## config.mk

```make
export PLATFORM = sky130hd
export DESIGN_NAME = rv_mc_ctrl_fsm
export DESIGN_NICKNAME = d
export VERILOG_FILES = /design/src/rtl/rv_mc_ctrl_fsm.sv
export SDC_FILE = /design/constraint.sdc
export NUM_CORES = 1
export LEC_CHECK = 0
export BUFFER_PORTS_ARGS = -buffer_cell sky130_fd_sc_hd__buf_2
export CORE_MARGIN = 1.5
export CORE_UTILIZATION = 52
export CTS_CLUSTER_DIAMETER = 100
export DETAILED_ROUTE_END_ITERATION = 6
export PLACE_DENSITY = 0.79
export SYNTH_ARGS = -nofsm -noshare
export SYNTH_HDL_FRONTEND = slang
export SYNTH_SLANG_ARGS = --single-unit
```

## constraint.sdc

```tcl
create_clock -name clk -period 2.5 [get_ports clk]
set_input_delay 0 -clock clk [delete_from_list [all_inputs] [get_ports clk]]
set_output_delay 0 -clock clk [all_outputs]
set_load 0.05 [all_outputs]
```

## src/rtl/rv_mc_ctrl_fsm.sv

```systemverilog
// rtl/rv_mc_ctrl_fsm.sv - multi-cycle RV32I control FSM driving the datapath strobes and muxes
//
// Purpose: this block decodes the IR fields (opcode/funct3/funct7) and walks each instruction
// through fetch, decode, execute, memory and writeback. It drives every datapath strobe and mux
// select. All outputs are registered and are decoded from the next state, so a strobe is high in
// the same cycle that its state is occupied. Mux selects that a state does not name keep their
// previous value. Strobes that a state does not name are 0.
//
// Ports:
//   clk, rst_n              clock (rising edge), asynchronous active-low reset
//   opcode, funct3, funct7  IR fields
//   zf, lt, ltu             ALU flags: zero, signed rs1<rs2, unsigned rs1<rs2
//   mem_ready               data memory access complete
//   alu_op                  ALU operation {funct7[5],funct3}; ADD=0000, SUB=1000
//   rs2_imm_s, alu_a_s      ALU B select (rs2/imm), ALU A select (rs1/PC0)
//   w_data_s                regfile data select: ALU, imm, mem rdata, PC (link)
//   reg_write, ir_write     regfile write strobe, IR load
//   pc_write, pc0_write     PC load, PC0 load
//   pc_s                    PC source: PC+4, PC0+imm, ALU&~1
//   mem_read, mem_write     data memory requests
//   illegal                 sticky illegal-instruction flag
//   state_o                 current state code (debug)
module rv_mc_ctrl_fsm #(
   parameter bit MEM_WAIT_EN     = 1'b1,
   parameter bit HALT_ON_ILLEGAL = 1'b1,
   parameter int ALU_OP_W        = 4
) (
   input  logic                clk,
   input  logic                rst_n,
   input  logic [6:0]          opcode,
   input  logic [2:0]          funct3,
   input  logic [6:0]          funct7,
   input  logic                zf,
   input  logic                lt,
   input  logic                ltu,
   input  logic                mem_ready,
   output logic [ALU_OP_W-1:0] alu_op,
   output logic                rs2_imm_s,
   output logic                alu_a_s,
   output logic [1:0]          w_data_s,
   output logic                reg_write,
   output logic                ir_write,
   output logic                pc_write,
   output logic                pc0_write,
   output logic [1:0]          pc_s,
   output logic                mem_read,
   output logic                mem_write,
   output logic                illegal,
   output logic [4:0]          state_o
);
   // The numeric state codes appear on state_o, so they are part of the debug interface.
   typedef enum logic [4:0] {
      S_IDLE = 5'd0, S_FETCH = 5'd1, S_DECODE = 5'd2, S_EXEC_R = 5'd3, S_EXEC_I = 5'd4,
      S_WB_ALU = 5'd5, S_LUI = 5'd6, S_AUIPC = 5'd7, S_ADDR = 5'd8, S_MEM_RD = 5'd9,
      S_WB_MEM = 5'd10, S_MEM_WR = 5'd11, S_JAL = 5'd12, S_JALR_A = 5'd13, S_JALR_W = 5'd14,
      S_BR_CMP = 5'd15, S_BR_TAKE = 5'd16, S_TRAP = 5'd17
   } state_t;

   localparam logic [ALU_OP_W-1:0] ALU_ADD = '0;
   localparam logic [ALU_OP_W-1:0] ALU_SUB = ALU_OP_W'(4'b1000);

   localparam logic [6:0] OP_R      = 7'b0110011;
   localparam logic [6:0] OP_I      = 7'b0010011;
   localparam logic [6:0] OP_LUI    = 7'b0110111;
   localparam logic [6:0] OP_AUIPC  = 7'b0010111;
   localparam logic [6:0] OP_LOAD   = 7'b0000011;
   localparam logic [6:0] OP_STORE  = 7'b0100011;
   localparam logic [6:0] OP_JAL    = 7'b1101111;
   localparam logic [6:0] OP_JALR   = 7'b1100111;
   localparam logic [6:0] OP_BRANCH = 7'b1100011;

   state_t              state, state_nx;
   logic [ALU_OP_W-1:0] alu_op_nx;
   logic                rs2_imm_s_nx, alu_a_s_nx, reg_write_nx, ir_write_nx, pc_write_nx;
   logic                pc0_write_nx, mem_read_nx, mem_write_nx, illegal_nx, br_taken;
   logic [1:0]          w_data_s_nx, pc_s_nx;

   // Only funct7[5] takes part in the decode.
   logic unused_funct7;
   assign unused_funct7 = ^{funct7[6], funct7[4:0]};

   assign state_o = state;

   // State and registered outputs. Because the reset is asynchronous, a strobe that is in flight
   // (for example mem_write during a wait) drops as soon as rst_n falls.
   always_ff @(posedge clk or negedge rst_n) begin
      if (!rst_n) begin
         state     <= S_IDLE;
         alu_op    <= '0;
         rs2_imm_s <= 1'b0;
         alu_a_s   <= 1'b0;
         w_data_s  <= 2'b00;
         reg_write <= 1'b0;
         ir_write  <= 1'b0;
         pc_write  <= 1'b0;
         pc0_write <= 1'b0;
         pc_s      <= 2'b00;
         mem_read  <= 1'b0;
         mem_write <= 1'b0;
         illegal   <= 1'b0;
      end else begin
         state     <= state_nx;
         alu_op    <= alu_op_nx;
         rs2_imm_s <= rs2_imm_s_nx;
         alu_a_s   <= alu_a_s_nx;
         w_data_s  <= w_data_s_nx;
         reg_write <= reg_write_nx;
         ir_write  <= ir_write_nx;
         pc_write  <= pc_write_nx;
         pc0_write <= pc0_write_nx;
         pc_s      <= pc_s_nx;
         mem_read  <= mem_read_nx;
         mem_write <= mem_write_nx;
         illegal   <= illegal_nx;
      end
   end

   always_comb begin
      state_nx = state;
      case (state)
         S_IDLE:   state_nx = S_FETCH;
         S_FETCH:  state_nx = S_DECODE;
         S_DECODE: begin
            case (opcode)
               OP_R:      state_nx = S_EXEC_R;
               OP_I:      state_nx = S_EXEC_I;
               OP_LUI:    state_nx = S_LUI;
               OP_AUIPC:  state_nx = S_AUIPC;
               OP_LOAD,
               OP_STORE:  state_nx = (funct3 == 3'b010) ? S_ADDR : S_TRAP;
               OP_JAL:    state_nx = S_JAL;
               OP_JALR:   state_nx = (funct3 == 3'b000) ? S_JALR_A : S_TRAP;
               OP_BRANCH: state_nx = (funct3[2:1] == 2'b01) ? S_TRAP : S_BR_CMP;
               default:   state_nx = S_TRAP;
            endcase
         end
         S_EXEC_R, S_EXEC_I, S_AUIPC: state_nx = S_WB_ALU;
         // The IR is still valid here, and opcode bit 5 separates sw from lw.
         S_ADDR:   state_nx = opcode[5] ? S_MEM_WR : S_MEM_RD;
         S_MEM_RD: state_nx = (mem_ready || !MEM_WAIT_EN) ? S_WB_MEM : S_MEM_RD;
         S_MEM_WR: state_nx = (mem_ready || !MEM_WAIT_EN) ? S_FETCH : S_MEM_WR;
         S_JALR_A: state_nx = S_JALR_W;
         S_BR_CMP: state_nx = S_BR_TAKE;
         S_TRAP:   state_nx = HALT_ON_ILLEGAL ? S_TRAP : S_FETCH;
         S_WB_ALU, S_LUI, S_WB_MEM, S_JAL, S_JALR_W, S_BR_TAKE: state_nx = S_FETCH;
         default:  state_nx = S_IDLE;
      endcase
   end

   // The flags are evaluated on the BR_CMP->BR_TAKE edge, which is when the SUB result is live.
   always_comb begin
      case (funct3)
         3'b000:  br_taken = zf;
         3'b001:  br_taken = ~zf;
         3'b100:  br_taken = lt;
         3'b101:  br_taken = ~lt;
         3'b110:  br_taken = ltu;
         3'b111:  br_taken = ~ltu;
         default: br_taken = 1'b0;
      endcase
   end

   always_comb begin
      alu_op_nx    = alu_op;
      rs2_imm_s_nx = rs2_imm_s;
      alu_a_s_nx   = alu_a_s;
      w_data_s_nx  = w_data_s;
      pc_s_nx      = pc_s;
      illegal_nx   = illegal;
      reg_write_nx = 1'b0;
      ir_write_nx  = 1'b0;
      pc_write_nx  = 1'b0;
      pc0_write_nx = 1'b0;
      mem_read_nx  = 1'b0;
      mem_write_nx = 1'b0;
      case (state_nx)
         S_FETCH: begin
            pc_write_nx  = 1'b1;
            ir_write_nx  = 1'b1;
            pc0_write_nx = 1'b1;
            pc_s_nx      = 2'b00;
            alu_a_s_nx   = 1'b0;
         end
         S_EXEC_R: begin
            rs2_imm_s_nx = 1'b0;
            alu_op_nx    = ALU_OP_W'({funct7[5], funct3});
         end
         // In the I-type group, funct7[5] is meaningful only for shifts right (srli/srai).
         // For every other I-type op that bit position belongs to the immediate.
         S_EXEC_I: begin
            rs2_imm_s_nx = 1'b1;
            alu_op_nx    = ALU_OP_W'({(funct3 == 3'b101) & funct7[5], funct3});
         end
         S_WB_ALU: begin
            reg_write_nx = 1'b1;
            w_data_s_nx  = 2'b00;
         end
         S_LUI: begin
            reg_write_nx = 1'b1;
            w_data_s_nx  = 2'b01;
         end
         S_AUIPC: begin
            alu_a_s_nx   = 1'b1;
            rs2_imm_s_nx = 1'b1;
            alu_op_nx    = ALU_ADD;
         end
         S_ADDR, S_JALR_A: begin
            rs2_imm_s_nx = 1'b1;
            alu_op_nx    = ALU_ADD;
         end
         S_MEM_RD: mem_read_nx  = 1'b1;
         S_MEM_WR: mem_write_nx = 1'b1;
         S_WB_MEM: begin
            reg_write_nx = 1'b1;
            w_data_s_nx  = 2'b10;
         end
         S_JAL: begin
            reg_write_nx = 1'b1;
            w_data_s_nx  = 2'b11;
            pc_write_nx  = 1'b1;
            pc_s_nx      = 2'b01;
         end
         S_JALR_W: begin
            reg_write_nx = 1'b1;
            w_data_s_nx  = 2'b11;
            pc_write_nx  = 1'b1;
            pc_s_nx      = 2'b10;
         end
         S_BR_CMP: begin
            rs2_imm_s_nx = 1'b0;
            alu_op_nx    = ALU_SUB;
         end
         S_BR_TAKE: begin
            pc_s_nx     = 2'b01;
            pc_write_nx = br_taken;
         end
         S_TRAP:  illegal_nx = 1'b1;
         default: ;
      endcase
   end
endmodule

```

### After elaboration in Yosys (flattened, before gate mapping)

Cells that the tools add are included.

| word-level totals | value |
|---|---|
| input bits | 23 |
| register bits after elaboration | 21 |
| output and inout bits | 22 |

| cells by class | value |
|---|---|
| bitwise operators | 4 |
| eq/ne operators | 49 |
| muxes and demuxes | 19 |
| reductions and logical operators | 17 |

Operators with widths:

| kind | count |
|---|---|
| $eq 5x4->1 const B | 16 |
| $pmux 5 s10 | 1 |
| $eq 5x3->1 const B | 8 |
| $pmux 5 s8 | 1 |
| $eq 7x6->1 const B | 3 |
| $eq 7x7->1 const B | 3 |
| $eq 5x5->1 const B | 4 |
| $pmux 4 s4 | 1 |
| $eq 5x2->1 const B | 3 |
| $mux 5 | 3 |
| $eq 7x5->1 const B | 2 |
| $eq 3x3->1 const B | 4 |
| $eq 5x1->1 const B | 2 |
| $reduce_or 3->1 | 3 |
| $pmux 2 s4 | 1 |
| $reduce_bool 4->1 | 2 |
| $reduce_or 2->1 | 4 |
| $eq 7x2->1 const B | 1 |
| $reduce_or 7->1 | 1 |
| $pmux 1 s2 | 3 |
| $pmux 1 s6 | 1 |
| $pmux 2 s3 | 1 |
| $logic_not 5->1 | 1 |
| $reduce_or 5->1 | 1 |
| 12 further kinds | 19 |

### Logic depth before layout (Yosys ltp)

| depth | value |
|---|---|
| depth after elaboration | 7 |
| gate-level depth with buffers | 11 |
| gate-level depth less buffers | 9 |

### Worst setup path after synthesis

Ideal clock, no wire load.

| path | value |
|---|---|
| path type | register -> register |
| start | register state[3] (netlist: state_o[3]) |
| end | register rs2_imm_s |
| buffers on the path | 2 |
| stages on the path, launching flop included | 11 |
| setup time | 128 ps |
| data arrival time | 2251 ps |
| path slack | 120 ps |
| path through | dfrtp_1 -> buf_6 -> nor2b_1 -> a2111oi_0 -> o32ai_1 -> a211o_4 -> buf_6 -> nor2_2 -> nor3b_1 -> o21ai_1 -> nand3_1 |

| between the ends | value |
|---|---|
| longest elaborated chain between the ends | 6 |
| elaborated cells between the ends (all ways) | 31 |
| those cells by class | eq/ne: 23; mux: 2; reduce/logical: 6 |

Ends and longest elaborated chain:

| element | line | RTL |
|---|---|---|
| start, declared | 72 | `state_t state, state_nx;` |
| start signal, assigned | 102 | `state <= state_nx;` |
| $eq 5x3->1 (tied with other cells) | 120 | `case (state)` |
| $reduce_or 7->1 (no line) or $reduce_or 3->1 (tied branches) | n/a |  |
| $pmux 5 s10 * | 120 |  |
| via state_nx[0] | 72 |  |
| $eq 5x3->1 (tied with other cells) | 176 | `case (state_nx)` |
| $reduce_or 4->1 (no line) or $reduce_or 2->1 (tied branches) | n/a |  |
| $pmux 1 s2 or $reduce_bool 2->1 (tied branches) | n/a |  |
| end signal, assigned | 104 | `rs2_imm_s <= rs2_imm_s_nx;` |
| end, declared | 38 | `output logic rs2_imm_s,` |

The timed path passes the listed nets; every way through them passes the cells marked *.
A chain may end at the register's enable or synchronous reset.

### Worst setup path in the final report

| path | value |
|---|---|
| start | register state[1] (netlist: state_o[1]) |
| end | register alu_op[3] |

| between the ends | value |
|---|---|
| longest elaborated chain between the ends | 6 |
| elaborated cells between the ends (all ways) | 30 |
| those cells by class | eq/ne: 23; mux: 2; reduce/logical: 5 |

Ends and longest elaborated chain:

| element | line | RTL |
|---|---|---|
| $eq 5x3->1 (tied with other cells) | 120 |  |
| $reduce_or 7->1 (no line) or $reduce_or 3->1 (tied branches) | n/a |  |
| $pmux 5 s10 * | 120 |  |
| $eq 5x3->1 or $eq 5x4->1 (tied branches) | 176 |  |
| $reduce_or 3->1 (no line) | n/a |  |
| $pmux 4 s4 or $reduce_bool 4->1 (tied branches) | n/a |  |
| end signal, assigned | 103 | `alu_op <= alu_op_nx;` |
| end, declared | 37 | `output logic [ALU_OP_W-1:0] alu_op,` |

Every way passes the cells marked *; elsewhere a longest branch is shown, timed or not.

==> run metrics <==
status complete, no violations; Detail Route Antenna Nets 0; htree depth 1; power per cell area 1130 mW/mm^2; Pins Over Slew Limit 0; Iteration-0 DRC Markers 98; setup repair bufs after CTS 0; Pint 890 uW; pre-CTS setup slack 107 ps; Synth Cell Area 0.00156 sq mm; mux contribution to synthesized area 0.00643; Yosys top cell area share 0.337; Hold Crit Class in2reg; register bit total from synthesis 21; post-synth top area cell dfrtp_1; Worst EP arrival 2580 ps; Post-Synth XOR/XNOR Area 0.0112; Diodes inserted 0; gr usage total 0.224; Post-synth EDFFs 0; part of the power in combinational logic 0.641; Starting Density 0.555; fraction of layout cells with a size suffix above 1 0.279; placed inst area 0.00172 sq mm; design area 0.00177 sq mm; vias in the first global route 1390; Cell Rows 19; ranking of synthesized cells by area dfrtp_1, nand2_1, nor2_1; CTS buffer count 3; Clk pwr share 0.085; Avg Synthesized Cell Area 8.42 sq um; RSZ-0062 raised after global routing false; IO Port Bufs 38; syn nets 208; Die W 57.7 microns; clock period minus worst slack 2360 ps; Critical Path Start Type register; TritonCTS clock tree yes; Finish-stage setup viols 0; Post-Synth Adder-Cell Area 0; via count 1532; Reg clk slew, reported paths 120 ps; Synth Flop Type dfrtp_1; total gr overflow 0; Post-Syn Instances 185; register area share after synthesis 0.337; initial antenna violation count 0; fill count 271; Peak VDD IR 0.659 mV; DIE HEIGHT 57.7 microns; final worst clock skew 5.04 ps; Synth Area in Simple Gates 0.256; WL per Instance 14.9 microns; Die ar. 0.00333 sq mm; main combinational cell family by area after synthesis compound AO/OA/AOI/OAI gates; Worst-Skew Late Latency 310 ps; Clock Tree Buf Depth 2; drt pass-1 iters 4; critical path class reg2reg; DP HPWL 2.77 mm; NetSw 1120 uW; CP Capture Type register; final net count 243; DR vias/cell 6.13; final setup TNS 0 ps; worst setup margin 137 ps; Final Cycle Share 0.945; IO Pins 45; f_max 423 MHz; Flop pwr share 0.274; synthesis-to-finish area growth 13.9%; root buf cell clkbuf_4; Synth async-reset ratio 1.00; Core Area 0.00281 sq mm; commonest non-fill, non-tap cells in the layout buf_2, nand2_1, dfrtp_1; most common cell after layout, fill and taps aside buf_2; GPL Wtd Cong 1.01; critical path peak fanout 12; Worst EP required 2720 ps; slack of the worst reg-to-reg path 140 ps; maxcap violations 0; largest net degree at the start of global routing 22; final hold violations 0; switch share 0.557; DR DRC count 0; Rel. slew slack 0.701; P_leak 0.000824 uW; worst slew pin tran 444 ps; CTS sink cnt 21; Synth Area in Compound Gates 0.305; Synth warnings 0; first-pass GRT wire length 5.84 mm; synth unique cells 55; drt total wl 3.73 mm
==> final cells by class <==
class,instances,area [sq um],area share
Clock inverter,1,7.51,0.00423
Sequential cell,21,527,0.297
Tap cell,31,38.8,0.0219
Timing Repair Buffer,44,240,0.135
Multi-Input combinational cell,141,903,0.509
Clock buffer,3,22.5,0.0127
Inverter,9,35.0,0.0197
==> worst max-delay path: stages (launching register included) <==
cell      delay [ps]
dfrtp_1          560
nand3b_1         160
o31ai_1           90
a22o_1           280
a32oi_4          350
nand2_1          200
nor4_1           360
o211ai_1         160
o311ai_1         110
==> flip-flops by register name, indices dropped and copies added, names as in the netlist <==
register,flops
illegal,1
w_data_s,2
pc0_write,1
pc_s,2
mem_write,1
pc_write,1
alu_a_s,1
state_o,5
alu_op,4
rs2_imm_s,1
reg_write,1
mem_read,1
==> path summary, 6_finish.rpt <==
path,start,to,depth (start not counted)
max,state_o[1]$_DFF_PN0_,alu_op[3]$_DFFE_PN0P_,8
min,zf,pc_write$_DFF_PN0_,5
max reg2reg,state_o[1]$_DFF_PN0_,alu_op[3]$_DFFE_PN0P_,8
min reg2reg,illegal$_DFFE_PN0N_,illegal$_DFFE_PN0N_,1
max in group asynchronous,rst_n,state_o[0]$_DFF_PN0_,2
min in group asynchronous,rst_n,reg_write$_DFF_PN0_,2
==> cells by family (layout without fill, tap and decap cells) <==
logic type / count (synthesis) / after routing
simple gates: 75 / 75
flops: 21 / 21
mux: 1 / 1
xor+xnor: 2 / 2
buf+inv: 23 / 57
compound gates: 63 / 63
==> power groups by stage <==
stage	registers [uW]	clock network, uW	logic, uW
after global placement	545	0	1240
after detailed placement	555	0	1270
after floorplan	787	0	819
final	551	170	1290
after CTS	547	175	1280
after global routing	568	183	1390
==> stage by stage <==
step	hold WS (ps)	utilization	cells	total power, uW
5_1_grt	148	0.632	250	2140
3_5_place_dp	-16.2	0.614	244	1830
6_report	123	0.632	250	2010
4_1_cts	128	0.632	250	2000
2_1_floorplan	-296	-	185	1610
3_3_place_gp	-25.6	0.614	244	1780
==> synthesized netlist by cell type, types with 3 or more instances <==
cell / count
inv_1: 6
a31oi_1: 4
nand2b_1: 5
o211ai_1: 3
a21o_1: 3
o21ai_0: 9
nor3_2: 3
nor2_1: 18
a21oi_1: 7
o31ai_1: 5
o21ai_1: 4
dfrtp_1: 21
buf_6: 3
buf_2: 7
a22oi_1: 3
o22ai_1: 5
nor2b_1: 7
nand2_1: 25
buf_4: 3
==> repair_timing <==
item	in CTS	in global routing
setup endpoints to repair	0	5
endpoints found under the hold margin	22	0
gates resized for setup	0	2
hold buffers	2	0
==> per-layer routing <==
layer,up-vias,global-route usage,wire length (microns)
met5,-,0,0
met4,0,0.0764,77
met3,10,0.0513,208
met2,65,0.407,1910
met1,713,0.256,1540
li1,744,-,-
No activity file was read; power rests on OpenSTA's default activity.
